===== src/rtl/read_write_enable_fifo_pkg.sv =====
// read_write_enable_fifo_pkg: shared defaults and index-width helper for the FIFO slice
package read_write_enable_fifo_pkg;
  localparam int DEFAULT_WIDTH = 8;
  localparam int DEFAULT_DEPTH = 4;
  function automatic int index_bits(input int depth);
    return depth > 1 ? $clog2(depth) : 1;
  endfunction
endpackage


===== src/rtl/read_write_enable_fifo_if.sv =====
// read_write_enable_fifo_if: write/read enable handshake bundle between a client and the FIFO
interface read_write_enable_fifo_if
  import read_write_enable_fifo_pkg::*;
#(
  parameter int WIDTH = DEFAULT_WIDTH
);
  logic             write_enable;
  logic [WIDTH-1:0] write_data;
  logic             full;
  logic             read_enable;
  logic [WIDTH-1:0] read_data;
  logic             empty;
  modport master (
    output write_enable, write_data, read_enable,
    input  full, read_data, empty
  );
  modport slave (
    input  write_enable, write_data, read_enable,
    output full, read_data, empty
  );
endinterface


===== src/rtl/read_write_enable_fifo_wrap_pointer.sv =====
// wrap_pointer: modulo-DEPTH index with a lap bit that toggles on every wrap
module wrap_pointer
  import read_write_enable_fifo_pkg::*;
#(
  parameter int DEPTH = DEFAULT_DEPTH
) (
  input  logic                         clock,
  input  logic                         reset,
  input  logic                         increment,
  output logic [index_bits(DEPTH)-1:0] index,
  output logic                         lap
);
  localparam int IW = index_bits(DEPTH);
  localparam logic [IW-1:0] LAST = IW'(DEPTH - 1);
  always_ff @(posedge clock) begin
    if (reset) begin
      index <= '0;
      lap   <= 1'b0;
    end else if (increment) begin
      index <= index == LAST ? '0 : index + 1'b1;
      lap   <= index == LAST ? ~lap : lap;
    end
  end
endmodule


===== src/rtl/read_write_enable_fifo.sv =====
// read_write_enable_fifo: single-clock first-word fall-through FIFO with enable handshakes
module read_write_enable_fifo
  import read_write_enable_fifo_pkg::*;
#(
  parameter int WIDTH = DEFAULT_WIDTH,
  parameter int DEPTH = DEFAULT_DEPTH
) (
  input logic                   clock,
  input logic                   reset,
  read_write_enable_fifo_if.slave bus
);
  localparam int IW = index_bits(DEPTH);
  logic [IW-1:0]    w_idx, r_idx;
  logic             w_lap, r_lap;
  logic             do_write, do_read;
  logic [WIDTH-1:0] mem [DEPTH];
  // Equal indices mean empty or full; the lap bits tell which.
  assign bus.empty    = w_idx == r_idx && w_lap == r_lap;
  assign bus.full     = w_idx == r_idx && w_lap != r_lap;
  assign bus.read_data = mem[r_idx];
  assign do_write     = bus.write_enable && !bus.full;
  assign do_read      = bus.read_enable && !bus.empty;
  wrap_pointer #(.DEPTH(DEPTH)) u_wr (
    .clock(clock), .reset(reset), .increment(do_write), .index(w_idx), .lap(w_lap)
  );
  wrap_pointer #(.DEPTH(DEPTH)) u_rd (
    .clock(clock), .reset(reset), .increment(do_read), .index(r_idx), .lap(r_lap)
  );
  always_ff @(posedge clock) begin
    if (reset) begin
      for (int i = 0; i < DEPTH; i++) mem[i] <= '0;
    end else if (do_write) begin
      mem[w_idx] <= bus.write_data;
    end
  end
endmodule


===== src/flat_wrapper.sv =====
// flat-port wrapper written by rule: the top's interface ports become plain ports
module read_write_enable_fifo_flat import read_write_enable_fifo_pkg::*;
#(
  parameter int WIDTH = DEFAULT_WIDTH,
  parameter int DEPTH = DEFAULT_DEPTH
)
  (clock, reset, bus_write_enable, bus_write_data, bus_read_enable, bus_full, bus_read_data, bus_empty);
  read_write_enable_fifo_if #(.WIDTH(WIDTH)) bus_i ();
  input logic clock;
  input logic reset;
  input wire logic [$bits(bus_i.write_enable)-1:0] bus_write_enable;
  input wire logic [$bits(bus_i.write_data)-1:0] bus_write_data;
  input wire logic [$bits(bus_i.read_enable)-1:0] bus_read_enable;
  output wire logic [$bits(bus_i.full)-1:0] bus_full;
  output wire logic [$bits(bus_i.read_data)-1:0] bus_read_data;
  output wire logic [$bits(bus_i.empty)-1:0] bus_empty;
  assign bus_i.write_enable = bus_write_enable;
  assign bus_i.write_data = bus_write_data;
  assign bus_i.read_enable = bus_read_enable;
  assign bus_full = bus_i.full;
  assign bus_read_data = bus_i.read_data;
  assign bus_empty = bus_i.empty;
  read_write_enable_fifo #(.WIDTH(WIDTH), .DEPTH(DEPTH)) u_core (.clock(clock), .reset(reset), .bus(bus_i));
endmodule

===== config.mk =====
export PLATFORM = sky130hd
export DESIGN_NAME = read_write_enable_fifo_flat
export DESIGN_NICKNAME = d
export VERILOG_FILES = /design/src/rtl/read_write_enable_fifo_pkg.sv /design/src/rtl/read_write_enable_fifo_if.sv /design/src/rtl/read_write_enable_fifo_wrap_pointer.sv /design/src/rtl/read_write_enable_fifo.sv /design/src/flat_wrapper.sv
export SDC_FILE = /design/constraint.sdc
export NUM_CORES = 1
export LEC_CHECK = 0
export BUFFER_PORTS_ARGS = -buffer_cell sky130_fd_sc_hd__buf_4
export CAP_MARGIN = 30
export CORE_AREA = 3 3 68 70
export CTS_CLUSTER_DIAMETER = 40
export DETAILED_ROUTE_END_ITERATION = 16
export DIE_AREA = 0 0 71 73
export GPL_ROUTABILITY_DRIVEN = 1
export PLACE_DENSITY_LB_ADDON = 0.05
export SYNTH_ARGS = -nofsm -noshare
export SYNTH_HDL_FRONTEND = slang
export SYNTH_HIERARCHICAL = 1
export SYNTH_SLANG_ARGS = --single-unit

===== constraint.sdc =====
create_clock -name clock -period 1.83 [get_ports clock]
set_clock_uncertainty 0.15 [all_clocks]
set_input_delay 0.0915 -clock clock [delete_from_list [all_inputs] [get_ports clock]]
set_output_delay 0.0915 -clock clock [all_outputs]
set_load 0.005 [all_outputs]

==> run summary <==
register bit total from synthesis: 38
pwr dens: 928 nW/µm²
Worst Setup Start Kind: flop
Peak Freq: 0.561 GHz
antenna violations before repair: 0
slew of the pin with the lowest slew margin: 515 ps
Area Overhead vs Synth: 26.5%
ranking of synthesized cells by area: edfxtp_1 (54%), mux4_2 (10%), nor2_1 (7.8%)
Worst-path clk slew: 70 ps
# DRC: 0
final-report hold violation count: 0
fin crit period: 1780 ps
HPWL Detailed: 2680 µm
Net Count, Synth: 149
n_diodes: 0
root buffer cell: clkbuf_8
vias per cell: 5.25
CTS tree: done
largest net degree at the start of global routing: 17
Mean Syn Cell Area: 13.2 µm²
final wirelength: 3730 µm
Setup crit start: u_core/u_wr/lap$_SDFFE_PP0P_
Final period util: 97.3%
Port Buf Inserts: 21
cell area after synthesis: 1790 µm²
worst hold slack: 21.6 ps
final antenna-violating net count: 0
largest area contributor in the netlist: edfxtp_1
clock network power share: 32.9%
TritonCTS buffer count: 5
R2R cell count: 5
count leader, synth: nor2_1
clk buf depth: 2
Max-Cap Viols: 0
# H-tree levels: 2
Synth Warn #: 6
Post-Syn Instances: 135
Post-synth EDFFs: 32
fraction of layout cells with a size suffix above 1: 36.8%
count of cell types in the netlist: 30
Sw Pwr: 0.487 mW
Filler cells: 343
WL/cell: 16.7 µm
total die area: 5180 µm²
routability cong.: 0.781
Internal Power: 1.61 mW
share of flip-flops with an asynchronous set or reset: 0%
GR Util All Layers: 15.6%
sequential fraction of design power: 49.0%
clock sinks: 38
Gate power share: 18.1%
vias in the first global route: 1225
grt total ovfl: 0
commonest cells in the netlist: nor2_1 (37), edfxtp_1 (32), nand2_1 (9), mux4_2 (8), dfxtp_1 (6)
kind of critical path: flop to flop
Final #Nets: 187
die height: 73 µm
DR iter-0 viols: 74
Worst Hold Path EP: u_core/mem[3][4]$_DFFE_PP_
status: completed
launching point of the worst reg2reg path: u_core/u_wr/lap$_SDFFE_PP0P_
Max VDD drop: 0.431 mV
sequential-to-total area share from yosys stat: 60.5%
TritonRoute pass-1 iters: 6
Critical Path Sink Type: flop
Die X: 71 µm
via count: 1176
worst skew pair latency: 280 ps
R2R Path End: u_core/u_rd/index[0]$_SDFFE_PP0P_
Main synth FF type: edfxtp_1
Lkg Pwr: 0.869 nW
switching share of power: 23.2%
HP Class: input pin to flop
worst reg2reg setup slack: 50 ps
Slew Viols, Final: 0
Hold Crit Depth: 3
Critical Path RT: 1900 ps
crit path DAT: 1850 ps
num rows: 23
Starting Density: 44.3%
# IOs: 22
Tot Pwr: 2.10 mW
RSZ-0062 raised after global routing: true
worst-path fanout max: 4
Core Box Area: 4030 µm²
# setup viols final: 0
first-pass GRT wire length: 5910 µm
top-area cell type share of the netlist area: 53.8%
hold_sp: bus_write_data[4]
Max-slew headroom: 65.5%
[cell type report]
| cell class | instances | area (µm²) | share of cell area (%) |
|---|---|---|---|
| clock inverter | 1 | 30.0 | 1.33 |
| sequential | 38 | 1080 | 47.9 |
| timing repair buffer | 35 | 298 | 13.2 |
| tap | 50 | 62.6 | 2.77 |
| clock buffer | 7 | 76.3 | 3.38 |
| multi-input combinational | 93 | 712 | 31.5 |
[flip-flops by register name, summed over array words and instances, names as in the netlist]
register / count
u_core/u_rd/index: 2
u_core/u_wr/lap: 1
u_core/u_rd/lap: 1
u_core/u_wr/index: 2
u_core/mem: 32
[cells by family after synthesis]
group / after synthesis / synth area share [%]
AOI/OAI and AO/OA: 14 / 6.72
xor gates and xnor gates: 4 / 2.38
adders and majority gates: 2 / 1.40
buffers and inverters: 4 / 1.19
DFF: 38 / 60.5
muxes: 10 / 11.2
and+or+nand+nor: 63 / 16.6
[layer usage]
metal  global-route usage (%)  up-vias  routed length [µm]
li1                         -      567                   -
met5                        0        -                   0
met2                     30.7       32                2050
met3                     2.89        7                 141
met1                     16.0      570                1460
met4                     6.89        0                  81
[worst max-delay path by stage]
stage / slack [ps] / depth (start not counted) / to
floorplan: 1 / 5 / u_core/u_rd/index[0]$_SDFFE_PP0P_
global placement: 90 / 3 / u_core/mem[3][7]$_DFFE_PP_
detailed placement: 50 / 5 / u_core/u_rd/index[0]$_SDFFE_PP0P_
CTS: 3 / 3 / bus_read_data[6]
global route: -50 / 5 / u_core/u_wr/index[0]$_SDFFE_PP0P_
finish: 50 / 5 / u_core/u_rd/index[0]$_SDFFE_PP0P_
[repair_timing]
action / in CTS / in global routing
hold buffers: 1 / 0
resized for setup: 1 / 5
endpoints found under the hold margin: 6 / 0
buffers inserted: 0 / 0
endpoints found under the setup margin: 6 / 55
[power by group through the flow]
stage               clock network, mW  logic (mW)  registers, mW
global route                    0.734       0.411           1.03
detailed placement                  0       0.378           1.05
finish                          0.691       0.379           1.03
CTS                             0.706       0.382           1.03
floorplan                           0       0.213           1.03
global placement                    0       0.370           1.04
[layout by cell type (no fill, tap or decap), types with 2 or more instances in the layout]
cell | synthesis | final
xor2_2 | 0 | 2
mux4_2 | 8 | 8
buf_6 | 0 | 2
nand2b_1 | 4 | 4
a21oi_1 | 3 | 3
ha_1 | 2 | 2
mux2i_1 | 2 | 2
or3b_1 | 2 | 2
clkbuf_8 | 0 | 5
dfxtp_1 | 6 | 5
buf_12 | 0 | 2
nand2_1 | 9 | 9
a21bo_2 | 2 | 2
edfxtp_1 | 32 | 32
nand3b_1 | 2 | 2
a21oi_2 | 2 | 2
nor2b_2 | 0 | 2
nor2b_1 | 5 | 3
nor2_1 | 37 | 37
clkbuf_1 | 1 | 2
buf_4 | 1 | 30
[per-stage QoR]
step | area (µm²) | instances | setup TNS, ps | utilization (%) | setup slack [ps]
after floorplan | 1800 | 135 | 0 | - | 0.958
after global placement | 2120 | 215 | 0 | 52.7 | 86.4
after detailed placement | 2120 | 215 | 0 | 52.7 | 53.6
after CTS | 2240 | 224 | 0 | 55.7 | 2.59
after global routing | 2260 | 224 | -225 | 56.1 | -48.8
final | 2260 | 224 | 0 | 56.1 | 48.5
[critical path, cell delays in order, from the launching register on]
cell	delay, ps
dfxtp_1	440
xor2_1	330
nor3_1	130
nor2b_1	150
or3b_1	380
a21oi_2	130
Power figures use the tool's default switching activity.
